### config.mk
export PLATFORM = sky130hd
export DESIGN_NAME = rx_controller
export DESIGN_NICKNAME = d
export VERILOG_FILES = /design/src/rtl/rx_controller.sv
export SDC_FILE = /design/constraint.sdc
export NUM_CORES = 1
export LEC_CHECK = 0
export ABC_AREA = 1
export BUFFER_PORTS_ARGS = -buffer_cell sky130_fd_sc_hd__buf_2
export CAP_MARGIN = 20
export CORE_MARGIN = 5
export CORE_UTILIZATION = 40
export DETAILED_ROUTE_END_ITERATION = 10
export MAX_ROUTING_LAYER = met4
export PLACE_DENSITY = 0.67
export SLEW_MARGIN = 20
export SYNTH_ARGS = -nofsm -noshare
export SYNTH_HDL_FRONTEND = slang
export SYNTH_SLANG_ARGS = --single-unit
### constraint.sdc
create_clock -name clk -period 1.15 [get_ports clk]
set_input_delay 0.1725 -clock clk [delete_from_list [all_inputs] [get_ports clk]]
set_output_delay 0.1725 -clock clk [all_outputs]
set_load 0.05 [all_outputs]
### src/rtl/rx_controller.sv
// Receive-side framing controller for an async serial link: it sequences the external
// bit-period counter and assembles LSB-first frames into rx_data, with framing and overrun status.
//
// state      | meaning
// -----------+------------------------------------------------------------
// IDLE       | line idle, bit timer held clear, waiting for a start edge
// START_WAIT | half-period wait, then re-check that the start bit is still low
// DATA       | one serial_in sample per bit period into the shift register
// STOP       | sample the stop bit; a low stop bit is a framing error
// LOAD       | one cycle: publish shift register to rx_data and raise data_ready
module rx_controller #(
    parameter int NUM_DATA_BITS = 8,
    parameter int TMR_BITS      = 4,
    parameter int BIT_PERIOD    = 10
) (
    input  logic                     clk,
    input  logic                     n_rst,
    input  logic                     serial_in,
    input  logic                     start_bit_detected,
    input  logic                     timer_rollover,
    input  logic                     data_read,
    output logic                     timer_clear,
    output logic                     timer_enable,
    output logic [TMR_BITS-1:0]      timer_rollover_val,
    output logic [NUM_DATA_BITS-1:0] rx_data,
    output logic                     data_ready,
    output logic                     framing_error,
    output logic                     overrun_error,
    output logic                     rx_busy
);

    localparam int HALF_PERIOD = BIT_PERIOD / 2;
    localparam int CNT_W       = $clog2(NUM_DATA_BITS + 1);

    localparam logic [2:0] IDLE       = 3'd0;
    localparam logic [2:0] START_WAIT = 3'd1;
    localparam logic [2:0] DATA       = 3'd2;
    localparam logic [2:0] STOP       = 3'd3;
    localparam logic [2:0] LOAD       = 3'd4;

    logic [2:0]               state;
    logic [NUM_DATA_BITS-1:0] shreg;
    logic [CNT_W-1:0]         bit_cnt;
    logic                     load;

    assign load = (state == LOAD);

    always_ff @(posedge clk or negedge n_rst) begin
        if (!n_rst) begin
            state         <= IDLE;
            shreg         <= '0;
            bit_cnt       <= '0;
            rx_data       <= '0;
            framing_error <= 1'b0;
        end else begin
            case (state)
                IDLE: begin
                    if (start_bit_detected) begin
                        state         <= START_WAIT;
                        bit_cnt       <= '0;
                        framing_error <= 1'b0;
                    end
                end
                START_WAIT: begin
                    // A line back high at mid start bit was a glitch, not a frame.
                    if (timer_rollover) begin
                        state <= serial_in ? IDLE : DATA;
                    end
                end
                DATA: begin
                    if (timer_rollover) begin
                        shreg   <= {serial_in, shreg[NUM_DATA_BITS-1:1]};
                        bit_cnt <= bit_cnt + 1'b1;
                        if (bit_cnt == CNT_W'(NUM_DATA_BITS - 1)) begin
                            state <= STOP;
                        end
                    end
                end
                STOP: begin
                    if (timer_rollover) begin
                        if (serial_in) begin
                            state <= LOAD;
                        end else begin
                            state         <= IDLE;
                            framing_error <= 1'b1;
                        end
                    end
                end
                LOAD: begin
                    state   <= IDLE;
                    rx_data <= shreg;
                end
                default: state <= IDLE;
            endcase
        end
    end

    // A fresh byte always wins over a same-cycle acknowledge of the old one.
    always_ff @(posedge clk or negedge n_rst) begin
        if (!n_rst) begin
            data_ready    <= 1'b0;
            overrun_error <= 1'b0;
        end else if (load) begin
            data_ready <= 1'b1;
            if (data_read) begin
                overrun_error <= 1'b0;
            end else if (data_ready) begin
                overrun_error <= 1'b1;
            end
        end else if (data_read) begin
            data_ready    <= 1'b0;
            overrun_error <= 1'b0;
        end
    end

    always_comb begin
        timer_clear        = (state == IDLE);
        timer_enable       = (state == START_WAIT) || (state == DATA) || (state == STOP);
        timer_rollover_val = ((state == IDLE) || (state == START_WAIT)) ?
                             TMR_BITS'(HALF_PERIOD) : TMR_BITS'(BIT_PERIOD);
        rx_busy            = (state != IDLE);
    end

endmodule
# --- After elaboration in Yosys (flattened, before gate mapping) ---
# Index checks and enable logic that the tools add are counted.
totals:
  ff_bits: 26
op_classes:
  n_eq_ne: 11
  n_addsub: 1
  n_reduce_logical: 14
  n_mux: 21
ops:
  columns: ["cell", "count"]
  rows:
  - ["$mux W3", 6]
  - ["$mux W4", 3]
  - ["$ne A2 B2 Y1 const B", 6]
  - ["$pmux W3 S4", 1]
  - ["$mux W1", 8]
  - ["$pmux W4 S2", 1]
  - ["$reduce_bool A2 Y1", 4]
  - ["$eq A3 B2 Y1 const B", 2]
  - ["$reduce_and A5 Y1", 1]
  - ["$add A4 B1 Y4 const B", 1]
  - ["$eq A4 B3 Y1 const B", 1]
  - ["$reduce_and A2 Y1", 2]
  - ["$reduce_and A4 Y1", 1]
  - ["$eq A3 B1 Y1 const B", 1]
  - ["$eq A3 B3 Y1 const B", 1]
  - ["$logic_not A3 Y1", 1]
  - ["$logic_or A1 B1 Y1", 3]
  - ["$reduce_and A3 Y1", 1]
  - ["$reduce_bool A3 Y1", 1]
  - ["$mux W2", 1]
  - ["$pmux W1 S2", 1]

# --- Depth between registers and ports, before layout ---
# Gate-level depths: netlist of run 1.
depth:
  word_depth: 4
  ltp_mapped: 9
  ltp_nobuf: 8

# --- Worst setup path after synthesis of run 1 ---
# No wires, ideal clock.
synth_timing:
  kind: "reg2out"
  start: "register state[1]"
  end: "output port timer_rollover_val[3]"
  t_required_ps: 978
  arrival_time_ps: 1932
  path_buffers: 1
  stages_incl_launch_ff: 6
  slack_ps: -954
  path_cell_list: "dfrtp_1 -> nor2_4 -> nand2_4 -> nand2_1 -> inv_1 -> buf_4"
synth_between:
  elab_chain_cells: 3
  elab_cells_between_ends: 4
  classes_between: "eq/ne (1); mux (1); reduce/logical (2)"
synth_rtl:
  columns: ["item", "line", "source"]
  rows:
  - ["start, declared", "41", "logic [2:0] state;"]
  - ["start signal, assigned", "67", "state <= serial_in ? IDLE : DATA;"]
  - ["$eq A3 B1 Y1 or $logic_not A3 Y1 (tied branches)", "119", "timer_rollover_val = ((state == IDLE) || (state == START_WAIT)) ?"]
  - ["$logic_or A1 B1 Y1 (*)", "119", null]
  - ["$mux W4 (*)", "119", null]
  - ["end, declared", "24", "output logic [TMR_BITS-1:0] timer_rollover_val,"]
# Mark *: on every way between the ends. The rest lies on a longest branch, timed or not.

# --- Worst setup path after layout of run 1 ---
layout_timing:
  start: "register state[0]"
  end: "output port timer_rollover_val[3]"
# The elaborated chain is that of the path after synthesis.

==> results of run 1 <==
critical path: cells and delay by family, from the launching register on:
family                 cells  cell delay [ns]
AND/OR/NAND/NOR            3             0.36
buffers and inverters      2             0.25
flip-flops                 1             0.46
layout by cell type, fill, tap and decap left out, drive strengths merged:
cell,synthesis,routed
clkinvlp,0,1
nor2,9,10
o21ai,17,17
ha,1,1
buf,4,47
bufinv,0,1
dlygate4sd3,0,1
nand3,10,10
nand4,5,5
o21bai,1,1
dfrtp,26,26
nand2,49,49
a21oi,1,1
clkbuf,1,3
clkinv,0,1
nor3,2,2
nand3b,1,1
inv,20,18
worst max-delay path by stage:
| stage | startpoint | endpoint | slack (ns) | depth (start not counted) |
|---|---|---|---|---|
| global placement | state[0] | timer_rollover_val[1] | -0.07 | 5 |
| detailed placement | state[0] | overrun_error | -0.12 | 5 |
| global route | state[0] | timer_rollover_val[3] | -0.50 | 5 |
| CTS | state[1] | timer_rollover_val[3] | -0.41 | 5 |
| floorplan | state[0] | timer_rollover_val[3] | -0.56 | 6 |
| finish | state[0] | timer_rollover_val[3] | -0.43 | 5 |
sequential cells by signal, indices dropped and copies added (netlist names):
register and flops:
shreg 8, data_ready 1, bit_cnt 4, state 3, rx_data 8, framing_error 1
overrun_error 1
kinds of logic (layout without fill, tap and decap cells):
group / after synthesis / after routing / synth area share
DFF: 26 / 26 / 0.508
buffers and inverters: 25 / 72 / 0.104
adders and majority gates: 1 / 1 / 0.00976
AOI/OAI and AO/OA: 19 / 19 / 0.0820
and+or+nand+nor: 76 / 77 / 0.297
synth_stat cells:
| cell | number |
|---|---|
| nor2_2 | 1 |
| nor2_8 | 1 |
| nand2_2 | 4 |
| inv_2 | 2 |
| buf_4 | 2 |
| nand2_1 | 43 |
| o21ai_0 | 15 |
| buf_8 | 1 |
| nor3_1 | 2 |
| o21ai_2 | 2 |
| a21oi_1 | 1 |
| clkbuf_8 | 1 |
| nand2_4 | 2 |
| nor2_4 | 1 |
| nand3b_1 | 1 |
| nor2_1 | 6 |
| ha_1 | 1 |
| nand3_4 | 1 |
| inv_4 | 1 |
| nand4_1 | 5 |
| dfrtp_1 | 26 |
| o21bai_1 | 1 |
| nand3_1 | 9 |
| inv_1 | 17 |
| buf_6 | 1 |
metrics by stage:
stage	hold WS (ns)	TNS [ns]	power (mW)
floorplan	-0.123	-3.48	3.55
global placement	0.193	-0.873	4.04
detailed placement	0.205	-1.67	4.12
CTS	0.0452	-4.50	5.26
global route	0.0289	-6.92	6.14
finish	0.0490	-5.16	5.82
what timing repair did:
action / in CTS / in global routing
gates cloned: 1 / 0
gates resized for setup: 31 / 41
pin swaps: 12 / 8
setup buffers: 5 / 8
hold buffers: 1 / 0
endpoints found under the hold margin: 26 / 0
setup endpoints to repair: 34 / 42
power by group through the flow:
stage                     Sequential (mW)  Clock, mW  Combinational [mW]
after detailed placement             1.39          0                2.73
after CTS                            1.38      0.638                3.24
after floorplan                      1.68          0                1.86
after global placement               1.38          0                2.66
after global routing                 1.43      0.691                4.02
final                                1.39      0.642                3.78
area by class of cell:
cell class	instances	area share
sequential	26	0.345
clock buffer	3	0.0119
inverter	20	0.0510
tap	44	0.0291
multi-input combinational	97	0.320
timing repair buffer	48	0.227
clock inverter	1	0.0159
routing by layer:
metal | up-vias | routed length [um] | track usage
li1 | 566 | - | -
met1 | 527 | 1330 | 0.172
met3 | 6 | 88 | 0.0236
met2 | 16 | 1680 | 0.246
met5 | - | 0 | -
met4 | 0 | 50 | 0.0584
==> flow_summary.json, run 1 <==
{
  "grt_antenna_before_repair": 0,
  "worstHoldPathCells": 2,
  "path_cells": "nor2_4, nand2_8, nand2_8, clkinvlp_4, buf_6",
  "holdPathEnd": "overrun_error",
  "setup_slack_ns": -0.430,
  "routedWlPerCell_um": 13.2,
  "pwr-share-seq": 0.239,
  "r2r-end": "bit_cnt[2]",
  "remaining_drc_errors": 0,
  "cts_tree": "done",
  "critPathCaptureType": "output port",
  "rsz0062_at_grt": "yes",
  "critical_path_class": "reg2out",
  "min-delay-start": "data_read",
  "r2r_slack_ns": -0.25,
  "syn_to_final_growth_pct": 47.5,
  "core_um2": 3050,
  "post_drt_via_cell_ratio": 4.67,
  "crit_arrival_ns": 1.41,
  "cp_slowest_cell": "dfrtp_2",
  "regArea_um2": 652,
  "cts_root_buf": "clkbuf_4",
  "fp.dieH_um": 66.6,
  "track_usage": 0.145,
  "antennaDiodeCount": 0,
  "num_rows": 20,
  "maxCapViolations": 0,
  "synth_warnings": 0,
  "p_comb_frac": 0.651,
  "cp.required_ns": 0.98,
  "violations": "negative setup slack",
  "nNetsFinal": 203,
  "grt_pass1_vias": 1075,
  "io_buffers": 23,
  "max_clock_freq_ghz": 0.633,
  "grt-ovfl-total": 0,
  "ys_seq_area_frac": 0.508,
  "post_layout_nonfiller_instances": 239,
  "period_share": 1.37,
  "fin_crit_ns": 1.58,
  "r2r-start": "state[0]",
  "final_hold_viol_count": 0,
  "synth_largest_area_cell": "dfrtp_1",
  "outcome": "finished, violations left",
  "place_area_um2": 1540,
  "final_cell_area_um2": 1890,
  "pwr-share-clk": 0.110,
  "min-delay-path-class": "in2reg",
  "avgSynthCellArea_um2": 8.72,
  "htree_levels": 1,
  "ff2ff_path_depth": 10,
  "ys_seq_elements": 26,
  "cts_buffers": 3,
  "place_congestion": 0.836,
  "skew_ns": 0.00772,
  "power_density_nw_per_um2": 3080,
  "fin_util": 0.619,
  "grt_max_degree": 27,
  "drive_gt1_frac": 0.415,
  "place_ws_ns": -0.122,
  "yosysTopAreaCellShare": 0.508,
  "dieArea_um2": 4430,
  "vias": 1115,
  "worstMarginPinSlew_ns": 0.582,
  "power_switching_mw": 2.77,
  "clkLatencyLatePin_ns": 0.33,
  "dp_hpwl_um": 2000,
  "pin_count": 24,
  "path_common_cell": "nand2_8",
  "grt_first_pass_wirelength_um": 4780,
  "syn_nets": 154,
  "place_inst": 222,
  "crit_path_max_fanout": 3,
  "synth_area_leaders": "dfrtp_1 (51%), nand2_1 (13%), o21ai_0 (5.9%), inv_1 (5.0%), nand3_1 (3.5%)",
  "drtPass1Iterations": 4,
  "clkSlewWorstSetupHoldPaths_ns": 0.15,
  "fill_cells": 270,
  "worstSetupStartpointType": "register",
  "cts_sinks": 26,
  "slew_headroom": 0.612,
  "clock_path_buffers": 2,
  "antenna_left": 0,
  "multi_input_area_um2": 604,
  "syn_inst": 147,
  "leakage_nw": 0.945,
  "swShare": 0.475,
  "slew_violations": 0,
  "die_x_um": 66.6,
  "syn-cell-area_um2": 1280,
  "slowest_delay_ns": 0.46,
  "start_util": 0.420,
  "vdd_drop_max_mv": 0.979,
  "setup_viol": 32,
  "dr.first_iter.drc_count": 19,
  "intPower_mw": 3.05,
  "synth_cell_types": 25,
  "drt-total-wl_um": 3150
}
(Power assumes the default switching activity.)
==> run 2: changes to the inputs <==
- CORE_UTILIZATION: 40 -> 30
- PLACE_DENSITY: 0.67 -> 0.54
==> flow_summary.json, run 2 (same netlist as run 1, synthesis figures left out) <==
{
  "violations": "negative setup slack",
  "min-delay-start": "data_read",
  "cts_root_buf": "clkbuf_8",
  "r2r-end": "state[1]",
  "cts_buffers": 3,
  "routedWlPerCell_um": 12.3,
  "setup_viol": 32,
  "io_buffers": 23,
  "start_util": 0.316,
  "dp_hpwl_um": 1970,
  "outcome": "finished, violations left",
  "clock_path_buffers": 2,
  "leakage_nw": 0.921,
  "final_common_cell": "nand2_1",
  "fill_cells": 400,
  "drt-total-wl_um": 2980,
  "regArea_um2": 652,
  "nNetsFinal": 201,
  "antennaDiodeCount": 0,
  "core_um2": 4060,
  "reg.largest.list": "rx_data (8), shreg (8), bit_cnt (4)",
  "syn_to_final_growth_pct": 40.6,
  "pin_count": 24,
  "worstHoldPathCells": 2,
  "drive_gt1_frac": 0.378,
  "ff2ff_path_depth": 8,
  "vias": 1105,
  "track_usage": 0.111,
  "setup_slack_ns": -0.344,
  "crit_path_max_fanout": 4,
  "slew_violations": 0,
  "place_congestion": 0.944,
  "cp.required_ns": 0.98,
  "post_drt_via_cell_ratio": 4.55,
  "worstSetupStartpointType": "register",
  "remaining_drc_errors": 0,
  "maxCapViolations": 0,
  "grt_antenna_before_repair": 0,
  "dr.first_iter.drc_count": 96,
  "critical_path_class": "reg2out",
  "htree_levels": 1,
  "clkLatencyLatePin_ns": 0.27,
  "min-delay-path-class": "in2reg",
  "fp.dieH_um": 75.4,
  "cts_sinks": 26,
  "multi_input_area_um2": 589,
  "grt_first_pass_wirelength_um": 4790,
  "max_clock_freq_ghz": 0.669,
  "grt-ovfl-total": 0,
  "grt_max_degree": 27,
  "skew_ns": 0.00433,
  "period_share": 1.30,
  "hold_slack_ns": 0.112,
  "num_rows": 23,
  "clkSlewWorstSetupHoldPaths_ns": 0.09,
  "critPathCaptureType": "output port",
  "r2r-start": "state[0]",
  "drtPass1Iterations": 4,
  "crit_arrival_ns": 1.32,
  "final_hold_viol_count": 0,
  "cts_tree": "done",
  "worstMarginPinSlew_ns": 0.335,
  "place_ws_ns": -0.109,
  "final_cell_mix": "nand2_1 (40), dfrtp_1 (25), buf_4 (18)",
  "r2r_slack_ns": -0.26,
  "fin_crit_ns": 1.49,
  "slew_headroom": 0.777,
  "power_density_nw_per_um2": 3080,
  "holdPathEnd": "overrun_error",
  "vdd_drop_max_mv": 0.889,
  "grt_pass1_vias": 1081,
  "die_x_um": 75.4,
  "dieArea_um2": 5680,
  "antenna_left": 0,
  "rsz0062_at_grt": "yes"
}
-- run 2: how the worst max path moves through the flow --
stage / depth (start not counted) / to / slack, ns / startpoint
global placement: 5 / timer_rollover_val[1] / -0.10 / state[0]
detailed placement: 5 / overrun_error / -0.11 / state[0]
CTS: 5 / timer_rollover_val[1] / -0.34 / state[0]
floorplan: 6 / timer_rollover_val[3] / -0.56 / state[0]
finish: 5 / timer_rollover_val[1] / -0.34 / state[0]
global route: 5 / timer_rollover_val[1] / -0.39 / state[0]
-- run 2: routing by layer --
layer | up-vias | share of wire | track usage
li1 | 558 | - | -
met1 | 532 | 0.44 | 0.135
met2 | 11 | 0.53 | 0.182
met3 | 4 | 0.025 | 0.0237
met4 | 0 | 0.0097 | 0.0408
met5 | - | 0 | -
-- run 2: repair_timing --
action                                  in CTS  in global routing
hold endpoints to repair                    26                  0
gates resized for setup                     18                 17
pin swaps                                    6                  9
hold buffers                                 1                  0
cloned                                       1                  1
endpoints found under the setup margin      30                 33
buffers inserted                             3                  6
-- run 2: critical path, stage by stage, from the launching register on --
cell and delay [ns]:
dfrtp_2 0.45, nor2_4 0.18, nand2_8 0.09, nand2_8 0.07, clkinvlp_4 0.09, buf_6 0.16
-- run 2: layout make-up --
cell class                 instances  area share
multi-input combinational         98       0.327
inverter                          20      0.0451
timing repair buffer              45       0.192
clock inverter                     1      0.0167
clock buffer                       3      0.0229
tap                               50      0.0347
sequential                        26       0.362
-- run 2: power breakdown --
| part | switching [mW] | internal, mW | total (mW) |
|---|---|---|---|
| logic | 2.14 | 1.27 | 3.41 |
| registers | 0.184 | 1.20 | 1.38 |
| clock network | 0.293 | 0.465 | 0.758 |
| total | 2.62 | 2.93 | 5.55 |
-- run 2: through the flow --
| step | setup TNS (ns) | power, mW | cell area, um^2 | std cells | utilization |
|---|---|---|---|---|---|
| floorplan | -3.48 | 3.55 | 1320 | 147 | - |
| global placement | -1.30 | 4.05 | 1530 | 228 | 0.377 |
| detailed placement | -1.66 | 4.09 | 1530 | 228 | 0.377 |
| CTS | -3.40 | 5.26 | 1700 | 237 | 0.419 |
| global route | -8.11 | 5.89 | 1800 | 243 | 0.444 |
| finish | -5.75 | 5.55 | 1800 | 243 | 0.444 |
